[src/rtl/hamming_secded_decoder.sv]
// Purpose: pipelined extended-Hamming SEC-DED decoder with saturating error-event counters.
// Latency: a word driven before edge k is captured in S1 at edge k and appears on the outputs after edge k+1.
// Backpressure: valid/ready on both sides; outputs hold while out_ready=0, S1 then fills and in_ready drops.
// Ports:
//   clk, rst             clock, synchronous active-high reset
//   in_valid/in_ready    input handshake, d_hamm[0:N] codeword (bit 0 = overall parity)
//   out_valid/out_ready  output handshake, d_disp[1:K] data, syndrome, err_corr, err_uncorr
//   cnt_clr              clears both counters (wins over a coincident increment)
//   cnt_corr/cnt_uncorr  saturating counts of delivered corrected / uncorrectable words
module hamming_secded_decoder #(
  parameter int R     = 3,
  parameter int CNT_W = 8,
  localparam int N    = (1 << R) - 1,
  localparam int K    = N - R
) (
  input  logic             clk,
  input  logic             rst,
  input  logic             in_valid,
  output logic             in_ready,
  input  logic [0:N]       d_hamm,
  output logic             out_valid,
  input  logic             out_ready,
  output logic [1:K]       d_disp,
  output logic [R-1:0]     syndrome,
  output logic             err_corr,
  output logic             err_uncorr,
  input  logic             cnt_clr,
  output logic [CNT_W-1:0] cnt_corr,
  output logic [CNT_W-1:0] cnt_uncorr
);

  logic           s1_valid;
  logic [0:N]     s1_word;
  logic           s2_valid;
  logic           s2_ready;

  logic [R-1:0]   syn_c;
  logic           p_all_c;
  logic [1:N]     fixed_c;
  logic [1:K]     data_c;
  logic           corr_c;
  logic           uncorr_c;

  assign s2_ready  = !s2_valid | out_ready;
  assign in_ready  = !s1_valid | s2_ready;
  assign out_valid = s2_valid;

  // Decode of the word sitting in S1.
  always_comb begin
    int k;
    syn_c   = '0;
    p_all_c = s1_word[0];
    for (int i = 1; i <= N; i++) begin
      p_all_c = p_all_c ^ s1_word[i];
      if (s1_word[i]) syn_c = syn_c ^ R'(i);
    end

    // Only a nonzero syndrome with odd overall parity points at a bit to flip;
    // s=0 with odd parity means bit 0 itself was hit and the data is intact.
    fixed_c = s1_word[1:N];
    if ((syn_c != '0) && p_all_c) fixed_c[syn_c] = ~fixed_c[syn_c];

    corr_c   = p_all_c;
    uncorr_c = (syn_c != '0) && !p_all_c;

    // Data bits are the non-power-of-two positions, packed in ascending order.
    data_c = '0;
    k      = 1;
    for (int i = 1; i <= N; i++) begin
      if ((i & (i - 1)) != 0) begin
        data_c[k] = fixed_c[i];
        k         = k + 1;
      end
    end
  end

  always_ff @(posedge clk) begin
    if (rst) begin
      s1_valid   <= 1'b0;
      s1_word    <= '0;
      s2_valid   <= 1'b0;
      d_disp     <= '0;
      syndrome   <= '0;
      err_corr   <= 1'b0;
      err_uncorr <= 1'b0;
      cnt_corr   <= '0;
      cnt_uncorr <= '0;
    end else begin
      // S2 takes whatever S1 holds whenever it is empty or being drained;
      // payload only moves with a real word so a stall never disturbs it.
      if (s2_ready) begin
        s2_valid <= s1_valid;
        if (s1_valid) begin
          d_disp     <= data_c;
          syndrome   <= syn_c;
          err_corr   <= corr_c;
          err_uncorr <= uncorr_c;
        end
      end

      if (in_ready) begin
        s1_valid <= in_valid;
        if (in_valid) s1_word <= d_hamm;
      end

      if (cnt_clr) begin
        cnt_corr   <= '0;
        cnt_uncorr <= '0;
      end else if (s2_valid && out_ready) begin
        if (err_corr && (cnt_corr != '1))     cnt_corr   <= cnt_corr + 1'b1;
        if (err_uncorr && (cnt_uncorr != '1)) cnt_uncorr <= cnt_uncorr + 1'b1;
      end
    end
  end

endmodule

[config.mk]
export PLATFORM = sky130hd
export DESIGN_NAME = hamming_secded_decoder
export DESIGN_NICKNAME = d
export VERILOG_FILES = /design/src/rtl/hamming_secded_decoder.sv
export SDC_FILE = /design/constraint.sdc
export NUM_CORES = 1
export LEC_CHECK = 0
export BUFFER_PORTS_ARGS = -buffer_cell sky130_fd_sc_hd__buf_2
export CAP_MARGIN = 20
export CORE_ASPECT_RATIO = 2
export CORE_MARGIN = 3
export CORE_UTILIZATION = 56
export CTS_BUF_LIST = sky130_fd_sc_hd__clkbuf_4
export DETAILED_ROUTE_END_ITERATION = 10
export MAX_ROUTING_LAYER = met4
export PLACE_DENSITY = 0.94
export SKIP_LAST_GASP = 1
export SYNTH_ARGS = -nofsm -noshare
export SYNTH_HDL_FRONTEND = slang
export SYNTH_SLANG_ARGS = --single-unit
[constraint.sdc]
create_clock -name clk -period 2.1 [get_ports clk]
set_clock_uncertainty 0.15 [all_clocks]
set_input_delay 0.42 -clock clk [delete_from_list [all_inputs] [get_ports clk]]
set_output_delay 0.42 -clock clk [all_outputs]
set_load 0.005 [all_outputs]
==> results of run 1 <==
[cells in the mapped netlist (all sizes together)]
cell / count
a2111o: 1
a211oi: 6
a21oi: 13
a311oi: 1
a31oi: 1
a32oi: 2
a41oi: 2
and2: 1
and3: 4
and4: 2
buf: 9
clkbuf: 4
dfxtp: 35
ha: 2
mux2i: 4
nand2: 20
nand2b: 2
nand3: 15
nand3b: 4
nand4: 6
nor2: 26
nor2b: 4
nor3: 6
nor3b: 1
nor4bb: 1
o211ai: 5
o21ai: 5
o31ai: 2
o32ai: 1
o41ai: 1
or2: 1
or3: 3
xnor2: 18
xor2: 14
[worst reg2reg max path, delay by kind of cell, from the launching register on]
family	cells	cell delay, ns
flops	1	0.52
compound gates	2	0.47
mux	1	0.24
buf+inv	1	0.23
xor+xnor	1	0.17
simple gates	1	0.11
[report_power, final]
part | internal (mW) | leakage (nW) | total (mW) | switching [mW]
Sequential | 0.686 | 0.286 | 0.715 | 0.0291
Combinational | 0.106 | 0.581 | 0.245 | 0.140
Clock | 0.119 | 0.0285 | 0.340 | 0.221
[cell type report]
cell class                      instances  area share
Multi-Input combinational cell        174       0.518
Clock inverter                          2     0.00398
Sequential cell                        35       0.320
Tap cell                               31      0.0176
Clock buffer                            5      0.0171
Timing Repair Buffer                   49       0.123
[sequential cells by signal, summed over array words and instances, names as in the netlist]
signal / count
syndrome: 3
cnt_uncorr: 8
err_corr: 1
out_valid: 1
s1_valid: 1
err_uncorr: 1
d_disp: 4
cnt_corr: 8
s1_word: 8
[what timing repair did]
action | in CTS | in global routing
gates resized for setup | 0 | 7
setup buffers | 0 | 0
setup endpoints to repair | 0 | 5
hold buffers | 0 | 0
[per-layer routing]
metal / routed length, um / up-vias / GRT usage
met1: 1500 / 844 / 0.206
met4: 287 / 0 / 0.174
met2: 2700 / 67 / 0.488
met5: 0 / - / -
li1: - / 877 / -
met3: 217 / 20 / 0.0473
[placed cells by master (no fill, tap or decap), types with 3 or more instances in the layout]
| cell type | instances |
|---|---|
| and3_1 | 4 |
| dfxtp_1 | 32 |
| nor2b_1 | 3 |
| buf_4 | 10 |
| a211oi_1 | 6 |
| buf_2 | 39 |
| nand3b_1 | 4 |
| nor3_1 | 6 |
| dfxtp_2 | 3 |
| or3_1 | 3 |
| xnor2_1 | 15 |
| a21oi_1 | 13 |
| nor2_1 | 26 |
| nand4_1 | 6 |
| mux2i_1 | 4 |
| o21ai_0 | 4 |
| clkbuf_4 | 5 |
| nand3_1 | 15 |
| xor2_1 | 14 |
| nand2_1 | 20 |
| o211ai_1 | 5 |
| xnor2_2 | 3 |
[kinds of logic after synthesis]
logic type,count (synthesis),synth area share
and+or+nand+nor,96,0.252
AOI/OAI and AO/OA,40,0.150
DFF,35,0.372
xor gates and xnor gates,32,0.157
buffers and inverters,13,0.0346
muxes,4,0.0213
adders and majority gates,2,0.0133
[stage by stage]
step	util	power, mW	instances	TNS [ns]
floorplan	-	0.894	222	0
global placement	0.666	0.956	289	0
detailed placement	0.666	0.964	289	0
CTS	0.680	1.30	296	0
global route	0.689	1.36	296	-0.0166
finish	0.689	1.30	296	0
[final timing paths]
check / depth (start not counted) / endpoint / start
setup / recovery: 6 / d_disp[1]$_SDFFE_PP0P_ / s1_word[4]$_SDFFE_PP0P_
hold / removal: 3 / s1_word[7]$_SDFFE_PP0P_ / d_hamm[7]
setup reg to reg: 6 / d_disp[1]$_SDFFE_PP0P_ / s1_word[4]$_SDFFE_PP0P_
hold reg to reg: 2 / d_disp[2]$_SDFFE_PP0P_ / d_disp[2]$_SDFFE_PP0P_
==> results_dict.tcl, run 1 <==
set metrics [dict create \
    dpl-instance-area_mm2 0.00213 \
    synthTopCellsByArea "dfxtp_1 37%, xnor2_1 7.4%, xor2_1 6.5%" \
    yosys_warnings 0 \
    largest_stage_delay_worst_path_ns 0.52 \
    synth_seq_cells 35 \
    cp_cell_sequence "buf_4 -> xnor2_1 -> nand3_1 -> a211oi_1 -> mux2i_1 -> o21ai_1" \
    postSynthNetCount 237 \
    grt_first_pass_wirelength_um 7500 \
    grt_remaining_overflow 0 \
    place.gp.congestion 1.05 \
    timing.final.crit_period_ns 2.01 \
    power_per_cell_area_mw_per_mm2 591 \
    leakage_nw 0.896 \
    area_growth_syn_to_layout_pct 16.9 \
    setup_violations 0 \
    cts-root-buf "clkbuf_4" \
    cts_htree_levels 2 \
    area_of_combinational_cells_with_multiple_inputs_mm2 0.00114 \
    end_kind "register" \
    drt_pre_antenna_iters 4 \
    reg2reg_setup_slack_ns 0.09 \
    worst-endpoint-required_ns 2.18 \
    dr.first_iter.drc_count 62 \
    initial_core_util 0.589 \
    clkSlewWorstSetupHoldPaths_ns 0.10 \
    critical_path.max_fanout 7 \
    finalMaxSlewViolations 0 \
    worst_skew_pair.late_latency_ns 0.34 \
    max-clock-path-buffers 2 \
    num_antenna_cells 0 \
    worst_hold_path_type "in2reg" \
    grt_start_max_net_pins 22 \
    boundaryPins 40 \
    synth.yosys.seq_area_share 0.372 \
    mappedNetlistArea_mm2 0.00188 \
    hold-worst-slack_ns 0.167 \
    worst_pin_slew_ns 0.715 \
    min_period_over_period 0.956 \
    cp_slowest_cell "dfxtp_1" \
    yosysTopAreaCell "dfxtp_1" \
    syn_avg_cell_area_um2 8.48 \
    cts_num_sinks 35 \
    status "finished, final reports clean" \
    path_buf_inv 1 \
    globalRouteTotalUtil 0.262 \
    drv_cap 0 \
    crit_arrival_ns 2.09 \
    seq_area_um2 704 \
    relSlewSlack 0.523 \
    die_height_um 88.0 \
    wl_per_cell_um 15.9 \
    slack_of_the_critical_path_ns 0.0924 \
    pre_cts_ws_ns 0.0719 \
    dieArea_mm2 0.00413 \
    grt_pass1_vias 1739 \
    vias_after_detailed_routing 1808 \
    portBuffers 39 \
    num_rows 29 \
    path_class "reg2reg" \
    yosys.cell_types.count 38 \
    cpLargestDelayFamily "flip-flops" \
    hold_viol_final 0 \
    fp.coreArea_mm2 0.00319 \
    routed_wl_um 4700 \
    cts_made_buffers 5 \
    final_cell_area_mm2 0.00220 \
    detail_route.drc_violations 0 \
    drive_gt1_frac 0.253 \
    maxClockFrequency_ghz 0.498 \
    cell_count_after_synthesis 222 \
    die_width_um 47.0 \
    tritoncts "yes" \
    avgViaCountPerCell 6.11 \
    crit_path_start_kind "register" \
    rsz0062_at_grt "yes" \
    largest_voltage_drop_on_the_vdd_net_uv 479 \
    synth_top_area_frac 0.372 \
    number_of_antenna_violations_at_the_first_check_in_global_routing 0 \
    final_nets 280 \
    detailed_place_hpwl_um 3610 \
    fillerInstances 268 \
    detail-route-antenna-nets 0 \
]
Power figures use the tool's default switching activity.
==> inputs of run 2 (changes only) <==
--- a/config.mk
+++ b/config.mk
@@ -5,15 +5,17 @@
 export SDC_FILE = /design/constraint.sdc
 export NUM_CORES = 1
 export LEC_CHECK = 0
+export ABC_AREA = 1
 export BUFFER_PORTS_ARGS = -buffer_cell sky130_fd_sc_hd__buf_2
 export CAP_MARGIN = 20
+export CELL_PAD_IN_SITES_DETAIL_PLACEMENT = 1
+export CELL_PAD_IN_SITES_GLOBAL_PLACEMENT = 2
 export CORE_ASPECT_RATIO = 2
 export CORE_MARGIN = 3
-export CORE_UTILIZATION = 56
+export CORE_UTILIZATION = 30
 export CTS_BUF_LIST = sky130_fd_sc_hd__clkbuf_4
 export DETAILED_ROUTE_END_ITERATION = 10
-export MAX_ROUTING_LAYER = met4
-export PLACE_DENSITY = 0.94
+export PLACE_DENSITY = 0.93
 export SKIP_LAST_GASP = 1
 export SYNTH_ARGS = -nofsm -noshare
 export SYNTH_HDL_FRONTEND = slang
==> results_dict.tcl, run 2 <==
set metrics [dict create \
    leakage_nw 1.04 \
    cts-root-buf "clkbuf_4" \
    vias_after_detailed_routing 1912 \
    largestRegisters "cnt_corr x8, cnt_uncorr x8, s1_word x8" \
    yosys_warnings 0 \
    largest_voltage_drop_on_the_vdd_net_uv 376 \
    synth_top_cells_by_count "73 x nand2_1, 35 x dfxtp_1, 33 x inv_1, 22 x a21oi_1, 21 x o21ai_0" \
    post-cts-setup-buffer-count 0 \
    status "finished, final reports clean" \
    die_height_um 117 \
    fp.coreArea_mm2 0.00601 \
    number_of_antenna_violations_at_the_first_check_in_global_routing 0 \
    relSlewSlack 0.710 \
    tritoncts "yes" \
    grt_first_pass_wirelength_um 9050 \
    drv_cap 0 \
    min_period_over_period 0.913 \
    wl_per_cell_um 13.8 \
    cts_num_sinks 35 \
    critical_path.max_fanout 7 \
    setup_violations 0 \
    syn_avg_cell_area_um2 6.80 \
    switching_part_of_the_total 0.308 \
    grt_pass1_vias 1987 \
    synth-edff-count 0 \
    detail_route.drc_violations 0 \
    place.detailed.instances 376 \
    async_reset_ff_frac 0 \
    avgViaCountPerCell 4.98 \
    cts_hold_repair.buffers 0 \
    grt_remaining_overflow 0 \
    dr.first_iter.drc_count 67 \
    num_rows 40 \
    maxClockFrequency_ghz 0.521 \
    boundaryPins 40 \
    routed_wl_um 5320 \
    drt_pre_antenna_iters 4 \
    layout.cells.non_filler 384 \
    final_nets 335 \
    mappedNetlistArea_mm2 0.00186 \
    crit_path_start_kind "register" \
    synthTopCellsByArea "dfxtp_1 38%, nand2_1 15%, inv_1 6.6%" \
    synth_top_area_frac 0.376 \
    p_int_mw 1.03 \
    dpl-instance-area_mm2 0.00215 \
    grt_start_max_net_pins 17 \
    power_per_cell_area_mw_per_mm2 658 \
    worst_hold_path_type "in2reg" \
    yosysTopAreaCell "dfxtp_1" \
    num_antenna_cells 0 \
    cell_count_after_synthesis 274 \
    clock_power_share 0.333 \
    max-clock-path-buffers 2 \
    synthFlopType "dfxtp_1" \
    drive_gt1_frac 0.246 \
    detailed_place_hpwl_um 4390 \
    globalRouteTotalUtil 0.164 \
    cts_htree_levels 2 \
    fillerInstances 802 \
    final_cell_area_mm2 0.00226 \
    worst_pin_slew_ns 0.434 \
    path_class "reg2reg" \
    finalMaxSlewViolations 0 \
    die_width_um 61.7 \
    synth_seq_cells 35 \
    hold_viol_final 0 \
    worst-endpoint-required_ns 2.25 \
    initial_core_util 0.310 \
    switchingPower_uw 456 \
    portBuffers 39 \
    sequential_cell_fraction_of_total_power 0.481 \
    yosys.cell_count.top_type "nand2_1" \
    crit_arrival_ns 2.06 \
    final_cell_mix "73 x nand2_1, 39 x buf_2, 35 x dfxtp_1" \
    synth.yosys.seq_area_share 0.376 \
    cts_made_buffers 5 \
    mostFrequentLayoutCell "nand2_1" \
    report.power.total_mw 1.48 \
    yosys.cell_types.count 28 \
    dieArea_mm2 0.00725 \
    place.gp.congestion 0.877 \
    timing.final.crit_period_ns 1.92 \
    worst_skew_pair.late_latency_ns 0.36 \
    end_kind "register" \
    area_growth_syn_to_layout_pct 21.1 \
    p_comb_frac 0.186 \
    postSynthNetCount 289 \
    clkSlewWorstSetupHoldPaths_ns 0.12 \
    detail-route-antenna-nets 0 \
]
==> run 2: cell types whose count changed in the layout (fill, tap and decap cells not counted), sizes merged, moves of 6 or more <==
cell	before	now
a211oi	6	0
a21oi	13	26
buf	49	43
inv	0	37
nand2	20	81
nand3	15	23
o21ai	5	21
xnor2	18	3
xor2	14	2
==> run 2: metrics by stage <==
| stage | TNS [ns] | hold WS [ns] | worst slack (ns) | util |
|---|---|---|---|---|
| floorplan | 0 | 0.300 | 0.428 | - |
| global placement | 0 | 0.298 | 0.187 | 0.358 |
| detailed placement | 0 | 0.304 | 0.148 | 0.358 |
| CTS | 0 | 0.150 | 0.126 | 0.371 |
| global route | -0.00920 | 0.190 | -0.00920 | 0.376 |
| finish | 0 | 0.165 | 0.182 | 0.376 |
==> run 2: cell families (layout without fill, tap and decap cells) <==
family	count (synthesis)	after routing	synth area share
compound gates	52	52	0.154
xor+xnor	5	5	0.0235
fa+ha+maj	2	2	0.0134
buf+inv	42	89	0.0846
flops	35	35	0.376
simple gates	138	138	0.349
==> run 2: path summary, 6_finish.rpt <==
| check | start | endpoint | slack, ns | cells after the start |
|---|---|---|---|---|
| worst max-delay path | cnt_uncorr[0]$_SDFFE_PP0P_ | cnt_uncorr[5]$_SDFFE_PP0P_ | 0.18 | 9 |
| worst min-delay path | d_hamm[0] | s1_word[0]$_SDFFE_PP0P_ | 0.16 | 3 |
| worst max register to register | cnt_uncorr[0]$_SDFFE_PP0P_ | cnt_uncorr[5]$_SDFFE_PP0P_ | 0.18 | 9 |
| worst min register to register | cnt_uncorr[4]$_SDFFE_PP0P_ | cnt_uncorr[4]$_SDFFE_PP0P_ | 0.32 | 2 |
==> run 2: timing repair <==
action,in CTS,in global routing
endpoints found under the setup margin,0,5
gates resized for setup,0,4
endpoints found under the hold margin,0,0
==> run 2: cell type report <==
| type | count | area (um^2) | share of cell area |
|---|---|---|---|
| repair buffers | 43 | 225 | 0.0998 |
| clock buffers | 5 | 37.5 | 0.0166 |
| inverters | 38 | 143 | 0.0632 |
| flip-flops and latches | 35 | 701 | 0.311 |
| multi-input cells | 197 | 1030 | 0.458 |
| well taps | 63 | 78.8 | 0.0349 |
| clock inverters | 3 | 38.8 | 0.0172 |
==> run 2: per-layer routing <==
layer / up-vias / track usage / routed length [um]
met2: 38 / 0.308 / 3090
met3: 13 / 0.0275 / 167
met4: 0 / 0.0823 / 193
met5: - / 0 / 0
met1: 879 / 0.154 / 1870
li1: 982 / - / -
==> run 2: power by group through the flow <==
stage	sequential [mW]	clock (mW)	combinational [mW]
final	0.714	0.494	0.275
after global routing	0.719	0.544	0.320
after CTS	0.714	0.514	0.280
after detailed placement	0.729	0	0.279
after global placement	0.728	0	0.275
after floorplan	0.724	0	0.197
==> run 2: worst max-delay path: stages (launching register included) <==
cell     delay [ns]
dfxtp_1        0.40
ha_1           0.17
inv_1          0.07
nor4_2         0.29
nand2_1        0.08
nand3_1        0.20
inv_1          0.16
nand3_1        0.11
o21ai_0        0.08
a21oi_1        0.13
